**config.mk**
```make
export PLATFORM = sky130hd
export DESIGN_NAME = tweetboard_ram_sched
export DESIGN_NICKNAME = d
export VERILOG_FILES = /design/src/rtl/tweetboard_ram_sched.sv
export SDC_FILE = /design/constraint.sdc
export NUM_CORES = 1
export LEC_CHECK = 0
export BUFFER_PORTS_ARGS = -buffer_cell sky130_fd_sc_hd__buf_4
export CAP_MARGIN = 10
export CORE_AREA = 2 2 74 76
export DETAILED_ROUTE_END_ITERATION = 8
export DIE_AREA = 0 0 76 78
export GPL_ROUTABILITY_DRIVEN = 0
export HOLD_SLACK_MARGIN = 0.03
export PLACE_DENSITY = 0.79
export SLEW_MARGIN = 30
export SYNTH_ARGS = -nofsm -noshare
export SYNTH_HDL_FRONTEND = slang
export SYNTH_SLANG_ARGS = --single-unit
```
**constraint.sdc**
```tcl
create_clock -name sysclk -period 2.24 [get_ports sysclk]
set_clock_uncertainty 0.2 [all_clocks]
set_input_delay 0.336 -clock sysclk [delete_from_list [all_inputs] [get_ports sysclk]]
set_output_delay 0.336 -clock sysclk [all_outputs]
set_load 0.05 [all_outputs]
```
**src/rtl/tweetboard_ram_sched.sv**
```systemverilog
// Message-RAM port scheduler: clear sweep, serial store path and playback reads share one RAM port.
// Optional feature: define TWB_BACKSPACE_EN so that 8'h08 deletes the last stored character.
`timescale 1ns/1ps
module tweetboard_ram_sched #(
    parameter int ADDR_W    = 8,
    parameter int MAX_CHARS = 160
) (
    input  logic              sysclk,
    input  logic              reset,
    input  logic              clr_start,
    input  logic              rx_valid,
    input  logic [7:0]        rx_data,
    output logic              rx_ready,
    input  logic              play_start,
    output logic [7:0]        tx_data,
    output logic              tx_valid,
    input  logic              tx_ready,
    output logic [ADDR_W-1:0] ram_addr,
    output logic              ram_we,
    output logic [15:0]       ram_wdata,
    input  logic [15:0]       ram_rdata,
    output logic [ADDR_W-1:0] wr_ptr,
    output logic              busy,
    output logic              full
);
    typedef enum logic [2:0] {
        S_IDLE  = 3'd0,
        S_CLEAR = 3'd1,
        S_WRITE = 3'd2,
        S_FETCH = 3'd3,
        S_WAIT  = 3'd4,
        S_HOLD  = 3'd5
    } state_t;

    localparam logic [ADDR_W-1:0] MAX_PTR   = ADDR_W'(MAX_CHARS);
    localparam logic [ADDR_W-1:0] LAST_ADDR = {ADDR_W{1'b1}};
    localparam logic [ADDR_W-1:0] ZERO      = {ADDR_W{1'b0}};
    localparam logic [ADDR_W-1:0] ONE       = {{(ADDR_W-1){1'b0}}, 1'b1};

    state_t            state_r;
    state_t            state_next_s;
    logic [ADDR_W-1:0] wr_ptr_r;
    logic [ADDR_W-1:0] play_ptr_r;
    logic [ADDR_W-1:0] clr_addr_r;
    logic [7:0]        tx_data_r;
    logic              ret_hold_r;
    logic              is_bs_s;
    logic              do_store_s;
    logic              do_erase_s;
    logic              play_end_s;
    logic              rdata_unused_s;

`ifdef TWB_BACKSPACE_EN
    assign is_bs_s = (rx_data == 8'h08);
`else
    assign is_bs_s = 1'b0;
`endif
    assign do_store_s     = !is_bs_s && (wr_ptr_r != MAX_PTR);
    assign do_erase_s     = is_bs_s && (wr_ptr_r != ZERO);
    assign play_end_s     = !ram_rdata[15] || (play_ptr_r == MAX_PTR);
    assign rdata_unused_s = ^ram_rdata[14:8];

    // State register
    always_ff @(posedge sysclk or posedge reset) begin
        if (reset) begin
            state_r <= S_IDLE;
        end else begin
            state_r <= state_next_s;
        end
    end

    // Next-state: clr_start wins in IDLE and aborts playback; tx_ready beats rx_valid in HOLD
    always_comb begin
        state_next_s = state_r;
        case (state_r)
            S_IDLE: begin
                if (clr_start)       state_next_s = S_CLEAR;
                else if (rx_valid)   state_next_s = S_WRITE;
                else if (play_start) state_next_s = S_FETCH;
                else                 state_next_s = S_IDLE;
            end
            S_CLEAR: begin
                if (clr_addr_r == LAST_ADDR) state_next_s = S_IDLE;
                else                         state_next_s = S_CLEAR;
            end
            S_WRITE: begin
                if (ret_hold_r) state_next_s = S_HOLD;
                else            state_next_s = S_IDLE;
            end
            S_FETCH: begin
                if (clr_start) state_next_s = S_CLEAR;
                else           state_next_s = S_WAIT;
            end
            S_WAIT: begin
                if (clr_start)       state_next_s = S_CLEAR;
                else if (play_end_s) state_next_s = S_IDLE;
                else                 state_next_s = S_HOLD;
            end
            S_HOLD: begin
                if (clr_start)     state_next_s = S_CLEAR;
                else if (tx_ready) state_next_s = S_FETCH;
                else if (rx_valid) state_next_s = S_WRITE;
                else               state_next_s = S_HOLD;
            end
            default: state_next_s = S_IDLE;
        endcase
    end

    // Pointers, clear sweep address, WRITE return flag and the byte on offer
    always_ff @(posedge sysclk or posedge reset) begin
        if (reset) begin
            wr_ptr_r   <= ZERO;
            play_ptr_r <= ZERO;
            clr_addr_r <= ZERO;
            tx_data_r  <= 8'h00;
            ret_hold_r <= 1'b0;
        end else begin
            clr_addr_r <= (state_r == S_CLEAR) ? clr_addr_r + ONE : ZERO;
            if (state_next_s == S_WRITE) ret_hold_r <= (state_r == S_HOLD);
            else                         ret_hold_r <= ret_hold_r;
            if (state_r == S_WRITE) begin
                if (do_erase_s)      wr_ptr_r <= wr_ptr_r - ONE;
                else if (do_store_s) wr_ptr_r <= wr_ptr_r + ONE;
                else                 wr_ptr_r <= wr_ptr_r;
            end else if (state_r == S_CLEAR && clr_addr_r == LAST_ADDR) begin
                wr_ptr_r <= ZERO;
            end else begin
                wr_ptr_r <= wr_ptr_r;
            end
            if (state_r == S_IDLE && state_next_s == S_FETCH)      play_ptr_r <= ZERO;
            else if (state_r == S_HOLD && state_next_s == S_FETCH) play_ptr_r <= play_ptr_r + ONE;
            else                                                   play_ptr_r <= play_ptr_r;
            if (state_r == S_WAIT && state_next_s == S_HOLD) tx_data_r <= ram_rdata[7:0];
            else                                             tx_data_r <= tx_data_r;
        end
    end

    // RAM port and handshake outputs decoded from state and pointers
    always_comb begin
        ram_addr  = ZERO;
        ram_we    = 1'b0;
        ram_wdata = 16'h0000;
        rx_ready  = 1'b0;
        case (state_r)
            S_CLEAR: begin
                ram_addr = clr_addr_r;
                ram_we   = 1'b1;
            end
            S_WRITE: begin
                rx_ready = 1'b1;
                if (do_erase_s) begin
                    ram_we   = 1'b1;
                    ram_addr = wr_ptr_r - ONE;
                end else if (do_store_s) begin
                    ram_we    = 1'b1;
                    ram_addr  = wr_ptr_r;
                    ram_wdata = {1'b1, 7'b0000000, rx_data};
                end else begin
                    ram_addr = wr_ptr_r;
                end
            end
            S_FETCH: ram_addr = play_ptr_r;
            default: ram_we = 1'b0;
        endcase
    end

    assign tx_valid = (state_r == S_HOLD) || (state_r == S_WRITE && ret_hold_r);
    assign tx_data  = tx_data_r;
    assign wr_ptr   = wr_ptr_r;
    assign busy     = (state_r != S_IDLE);
    assign full     = (wr_ptr_r == MAX_PTR);
endmodule

```
==> results_dict.tcl, run 1 <==
set metrics [dict create \
    status "finished with violations" \
    violations "negative setup slack" \
    max_freq_mhz 420.7 \
    syn-cell-area_um2 2300 \
    p_leak_nw 1.594 \
    cts_buffer_depth 2 \
    area_delta_synth_final_pct 44.61 \
    synth_top_flop_cell "dfrtp_1" \
    wl_um 5843 \
    yosys_warnings 0 \
    die_area_um2 5928 \
    final_common_cell "buf_4" \
    ios 75 \
    grt_antenna_before_repair 0 \
    coreArea_um2 5042 \
    r2r-start "play_ptr_r[1]" \
    fin_crit_sh_pct 106.1 \
    maxCapViolations 0 \
    synthArstFlopShare_pct 100.0 \
    grt_max_degree 37 \
    cts.clk_slew.worst_paths_ns 0.07 \
    synth.area.top_cells "dfrtp_1 39%, mux2_2 7.3%, nor2_1 4.2%, xor2_1 3.4%, buf_4 2.9%" \
    rows 26 \
    crit_type "register to output port" \
    gr-total-overflow 0 \
    final.setup.tns_ns -1.205 \
    io_buffers 60 \
    reg2reg_slack_ns -0.01 \
    setup_ws_ns -0.1372 \
    cts_max_level 2 \
    n_antenna_cell 0 \
    clk_latency_ns 0.29 \
    final_cell_mix "81 x buf_4, 33 x dfrtp_1, 25 x nor2_1, 15 x mux2_2, 15 x buf_6" \
    yosys.area.top_type "dfrtp_1" \
    die_h_um 78 \
    setup.worst_path.start_class "register" \
    setup_viol_count_final 11 \
    grt_pass1_wl_um 9349 \
    die_width_um 76 \
    drt-initial-drc-count 127 \
    grt_pass1_vias 1957 \
    netlist_instances 222 \
    synth-seq-area-share_pct 39.17 \
    hold_path.startpoint "ram_rdata[1]" \
    cellPowerDensity_nw_per_um2 1095 \
    wl_per_cell_um 14.94 \
    reg2reg_depth 7 \
    post-route-util_pct 65.96 \
    final_cells 391 \
    crit_chain "inv_2 > ha_1 > nand4b_1 > o41a_4 > and2_4 > buf_6" \
    cp_top_family "compound AO/OA/AOI/OAI gates" \
    synth_cell_types 50 \
    critPathRequiredTime_ns 1.70 \
    root_buffer "clkbuf_8" \
    synth_edf_count 0 \
    r2r-end "play_ptr_r[0]" \
    vias 2052 \
    ant_nets 0 \
    grt_setup_unrepaired "true" \
    cts_made_buffers 5 \
    grt_usage_pct 19.61 \
    whs_path_depth 2 \
    firstDrtPassIters 4 \
    layout_min_cycle_time_ns 2.377 \
    min_path_type "primary input to register" \
    hold_viol 0 \
    start_util_pct 45.61 \
    drive_gt1_share_pct 51.09 \
    dpl.hpwl_um 4213 \
    slew_viol_final 0 \
    crit_path_max_incr_delay_ns 0.46 \
    cp-end-kind "output port" \
    ir_drop_uv 659.3 \
    arrival_ns 1.84 \
    placed_cells 370 \
    synth_area_per_cell_um2 10.36 \
    synth.top_cell.area_share_pct 39.17 \
    cp_slowest_cell "o41a_4" \
    cp_num_buf_inv 2 \
    nets 355 \
    drc_errors 0 \
    ys_seq_elements 36 \
    min_to "tx_data[1]" \
    crit_fanout 12 \
    via_per_inst 5.248 \
    clock_sinks 36 \
    cts_tree "built" \
]
==> synthesized netlist by cell type (2+ instances only) <==
master / n
and3_1: 7
nand4_1: 3
ha_1: 5
nor2b_1: 2
inv_1: 8
clkbuf_1: 2
nand3_1: 6
or3_1: 2
dfrtp_1: 36
xor2_1: 9
and2_1: 8
nand2b_1: 8
o2bb2ai_1: 6
mux2_2: 15
buf_6: 4
buf_4: 9
a22oi_1: 8
nor3_4: 2
a21oi_1: 3
nor2_2: 2
nand2_1: 11
mux2i_1: 3
nor2_1: 26
o21ai_0: 6
o221ai_1: 6
==> registers in the layout (all words and copies together) (netlist names) <==
signal and cells:
wr_ptr 8, ret_hold_r 1, clr_addr_r 8, state_r 3, tx_data 8, play_ptr_r 8
==> where the power goes <==
part           internal (W)  switching [W]  leakage (nW)
sequential         0.000796       0.000143         0.481
clock              0.000249       0.000242        0.0434
combinational      0.000917        0.00130          1.07
total               0.00196        0.00168          1.59
==> metal layers <==
metal  global-route usage [%]  vias up  part of all wire [%]
met3                    4.651        7                   6.2
met1                    24.65      992                    43
met5                        0        -                     0
met4                    4.727        0                  0.86
met2                    34.29       79                    50
li1                         -      974                     -
==> worst max-delay path by stage <==
stage | slack, ns | start | depth (start not counted) | to
final | -0.14 | wr_ptr[1] | 6 | ram_wdata[5]
after global routing | -0.20 | wr_ptr[0] | 6 | ram_wdata[3]
after CTS | -0.17 | wr_ptr[1] | 6 | ram_wdata[5]
after detailed placement | 0.07 | play_ptr_r[1] | 7 | play_ptr_r[0]
after global placement | 0.09 | wr_ptr[0] | 6 | ram_wdata[3]
after floorplan | -0.16 | state_r[1] | 5 | ram_wdata[1]
==> cell type report <==
| class | count | area (um^2) |
|---|---|---|
| inverter | 8 | 30.03 |
| clock inverter | 2 | 15.01 |
| tap | 70 | 87.58 |
| fill | 398 | 1717 |
| timing repair buffer | 101 | 847.1 |
| sequential | 36 | 904.6 |
| multi-input combinational | 168 | 1359 |
| clock buffer | 6 | 82.58 |
==> cell families (layout without fill, tap and decap cells) <==
| group | Yosys count | count (layout) | share of synthesized area [%] |
|---|---|---|---|
| buf+inv | 24 | 117 | 6.746 |
| other cells | 1 | 7 | 0.1631 |
| compound gates | 40 | 40 | 15.72 |
| xor+xnor | 10 | 10 | 3.809 |
| simple gates | 87 | 87 | 22.36 |
| flops | 36 | 36 | 39.17 |
| fa+ha+maj | 5 | 5 | 2.720 |
| mux | 19 | 19 | 9.303 |
==> stage by stage <==
stage | hold slack (ns) | power, W | instance area [um^2] | setup slack, ns
4_1_cts | 0.07137 | 0.003434 | 3186 | -0.1659
3_3_place_gp | 0.2692 | 0.002846 | 3008 | 0.09235
5_1_grt | 0.06820 | 0.003862 | 3326 | -0.1977
2_1_floorplan | 0.2266 | 0.002297 | 2379 | -0.1590
6_report | 0.07631 | 0.003643 | 3326 | -0.1372
3_5_place_dp | 0.2727 | 0.002885 | 3008 | 0.07212
==> worst register-to-register path: stages, from the launching register on <==
cell and delay [ns]:
dfrtp_1 0.39, inv_2 0.08, ha_4 0.14, nand4b_4 0.11, o41ai_4 0.39, o2111ai_4 0.28, o21ai_4 0.24, mux2_4 0.31
==> timing repair <==
item / 4_1_cts / 5_1_grt
resized for setup: 13 / 20
pin swaps: 0 / 6
hold buffers: 1 / 0
cloned: 0 / 1
endpoints found under the setup margin: 19 / 23
buffers inserted: 3 / 8
hold endpoints to repair: 36 / 0
No activity file was read; power rests on OpenSTA's default activity.
==> run 2, diff against run 1 <==
ABC_AREA = 1   (was unset)
CORE_AREA = 2 2 73 75   (was 2 2 74 76)
DIE_AREA = 0 0 75 77   (was 0 0 76 78)
PLACE_DENSITY = 0.8   (was 0.79)
==> run 2 against run 1 <==
Against the previous run: the flow still finishes with violations (negative setup slack); count of clock-buffer cells in the layout did not move; synthesized cell count rose by 37%; wire length fell by 4.6%; combinational power fell by 30%; cell count rose by 16%; final area fell by 5.6%; die area fell by 2.6%; non-clock buffer count fell by 25; clock power fell by 11%.
==> results_dict.tcl, run 2 <==
set metrics [dict create \
    status "finished with violations" \
    violations "negative setup slack" \
    clk_latency_ns 0.29 \
    vias 2274 \
    post-route-cell-area_um2 3139 \
    synth_cell_types 32 \
    cp-end-kind "output port" \
    wl_um 5576 \
    grt_usage_pct 21.27 \
    root_buffer "clkbuf_8" \
    crit_fanout 5 \
    drt-initial-drc-count 122 \
    fillers 433 \
    cts_max_level 2 \
    grt_setup_unrepaired "true" \
    arrival_ns 1.72 \
    via_per_inst 5.031 \
    yosys-top-cells-count "68 x nand2_1, 52 x inv_1, 36 x dfrtp_1" \
    ant_nets 0 \
    gr-total-overflow 0 \
    maxCapViolations 0 \
    final.setup.tns_ns -0.02652 \
    cts_buffer_depth 2 \
    grt_pass1_wl_um 9542 \
    synth_edf_count 0 \
    grt_max_degree 37 \
    slew_viol_final 0 \
    grt_pass1_vias 2184 \
    final_cells 452 \
    setup_ws_ns -0.01252 \
    dpl_cell_area_um2 2882 \
    regArea_um2 904.6 \
    yosys_warnings 0 \
    clock_sinks 36 \
    synth.top_cell.area_share_pct 39.98 \
    io_buffers 60 \
    area_delta_synth_final_pct 39.31 \
    coreArea_um2 4977 \
    n_antenna_cell 0 \
    hold_viol 0 \
    yosysMostFrequentCell "nand2_1" \
    netlist_instances 305 \
    start_util_pct 45.27 \
    final_cell_mix "66 x nand2_1, 64 x buf_4, 49 x inv_1, 33 x dfrtp_1, 21 x nor2_1" \
    yosys.area.top_type "dfrtp_1" \
    dpl.hpwl_um 4012 \
    grt_antenna_before_repair 0 \
    p_leak_nw 1.652 \
    ios 75 \
    die_area_um2 5775 \
    cts_tree "built" \
    setup_viol_count_final 5 \
    ir_drop_uv 707.0 \
    synthArstFlopShare_pct 100.0 \
    synth.area.top_cells "dfrtp_1 40%, nand2_1 11%, inv_1 8.7%, nor2_1 4.8%, nand3_1 4.0%" \
    cts.clk_slew.worst_paths_ns 0.07 \
    firstDrtPassIters 5 \
    die_width_um 75 \
    synth-seq-area-share_pct 39.98 \
    setup.worst_path.start_class "register" \
    synth_top_flop_cell "dfrtp_1" \
    drc_errors 0 \
    pre_cts_slack_ns 0.1098 \
    syn-cell-area_um2 2253 \
    final_common_cell "nand2_1" \
    multiInputGateArea_um2 1194 \
    die_h_um 77 \
    cellPowerDensity_nw_per_um2 912.7 \
    max_freq_mhz 443.9 \
    wl_per_cell_um 12.34 \
    layout_min_cycle_time_ns 2.253 \
    cts_made_buffers 5 \
    nets 417 \
    placed_cells 438 \
    fin_crit_sh_pct 100.6 \
    min_path_type "primary input to register" \
    ys_seq_elements 36 \
    synth_area_per_cell_um2 7.388 \
    critPathRequiredTime_ns 1.70 \
    power.total_w 0.002865 \
    crit_type "register to output port" \
    drive_gt1_share_pct 31.41 \
    rows 26 \
]
## run 2: final cells by class
| class | instances | area share, % |
|---|---|---|
| sequential | 36 | 28.82 |
| timing repair buffer | 76 | 20.96 |
| clock inverter | 1 | 0.1594 |
| clock buffer | 6 | 2.312 |
| inverter | 57 | 6.935 |
| tap | 70 | 2.790 |
| multi-input combinational | 206 | 38.02 |
## run 2: metrics by stage
stage,hold WS (ns),util [%]
4_1_cts,0.07610,61.82
3_5_place_dp,0.2560,57.89
6_report,0.08454,63.07
2_1_floorplan,0.2322,-
3_3_place_gp,0.2485,57.89
5_1_grt,0.08258,63.07
## run 2: critical path, cell delays in order (launching register included)
cell and delay (ns):
dfrtp_2 0.43, inv_2 0.08, ha_4 0.12, nand3_2 0.08
or2_4 0.29, nand2_8 0.10, buf_12 0.14, nand2_4 0.05
buf_8 0.14
## run 2: final timing paths
path	end	cells after the start	slack (ns)	start
max	ram_we	8	-0.01	wr_ptr[1]
min	tx_data[2]	3	0.08	ram_rdata[2]
max reg2reg	play_ptr_r[4]	12	0.30	play_ptr_r[0]
min reg2reg	clr_addr_r[0]	1	0.26	clr_addr_r[0]
max in group asynchronous	wr_ptr[0]	4	0.99	reset
min in group asynchronous	clr_addr_r[5]	4	0.51	reset
## run 2: kinds of logic after synthesis
| group | synth area share (%) |
|---|---|
| AOI/OAI and AO/OA | 9.773 |
| xor gates and xnor gates | 2.332 |
| other | 0.1664 |
| and+or+nand+nor | 31.54 |
| adders and majority gates | 2.776 |
| buffers and inverters | 13.44 |
| DFF | 39.98 |
## run 2: report_power, final
group          internal (W)  switching (W)
sequential         0.000779       0.000113
clock              0.000211       0.000224
combinational      0.000504        0.00103
## run 2: timing repair
action | in CTS | in global routing
gates resized for setup | 14 | 11
buffers inserted | 3 | 2
hold buffers | 1 | 0
gates cloned | 1 | 0
endpoints found under the setup margin | 12 | 19
pin swaps | 2 | 5
hold endpoints to repair | 36 | 0
## run 2: routing by layer
layer  global-route usage [%]  wire length, um
met1                    26.51             2308
met3                    4.993              395
met4                    8.929              105
met5                        0                0
met2                    34.56             2767
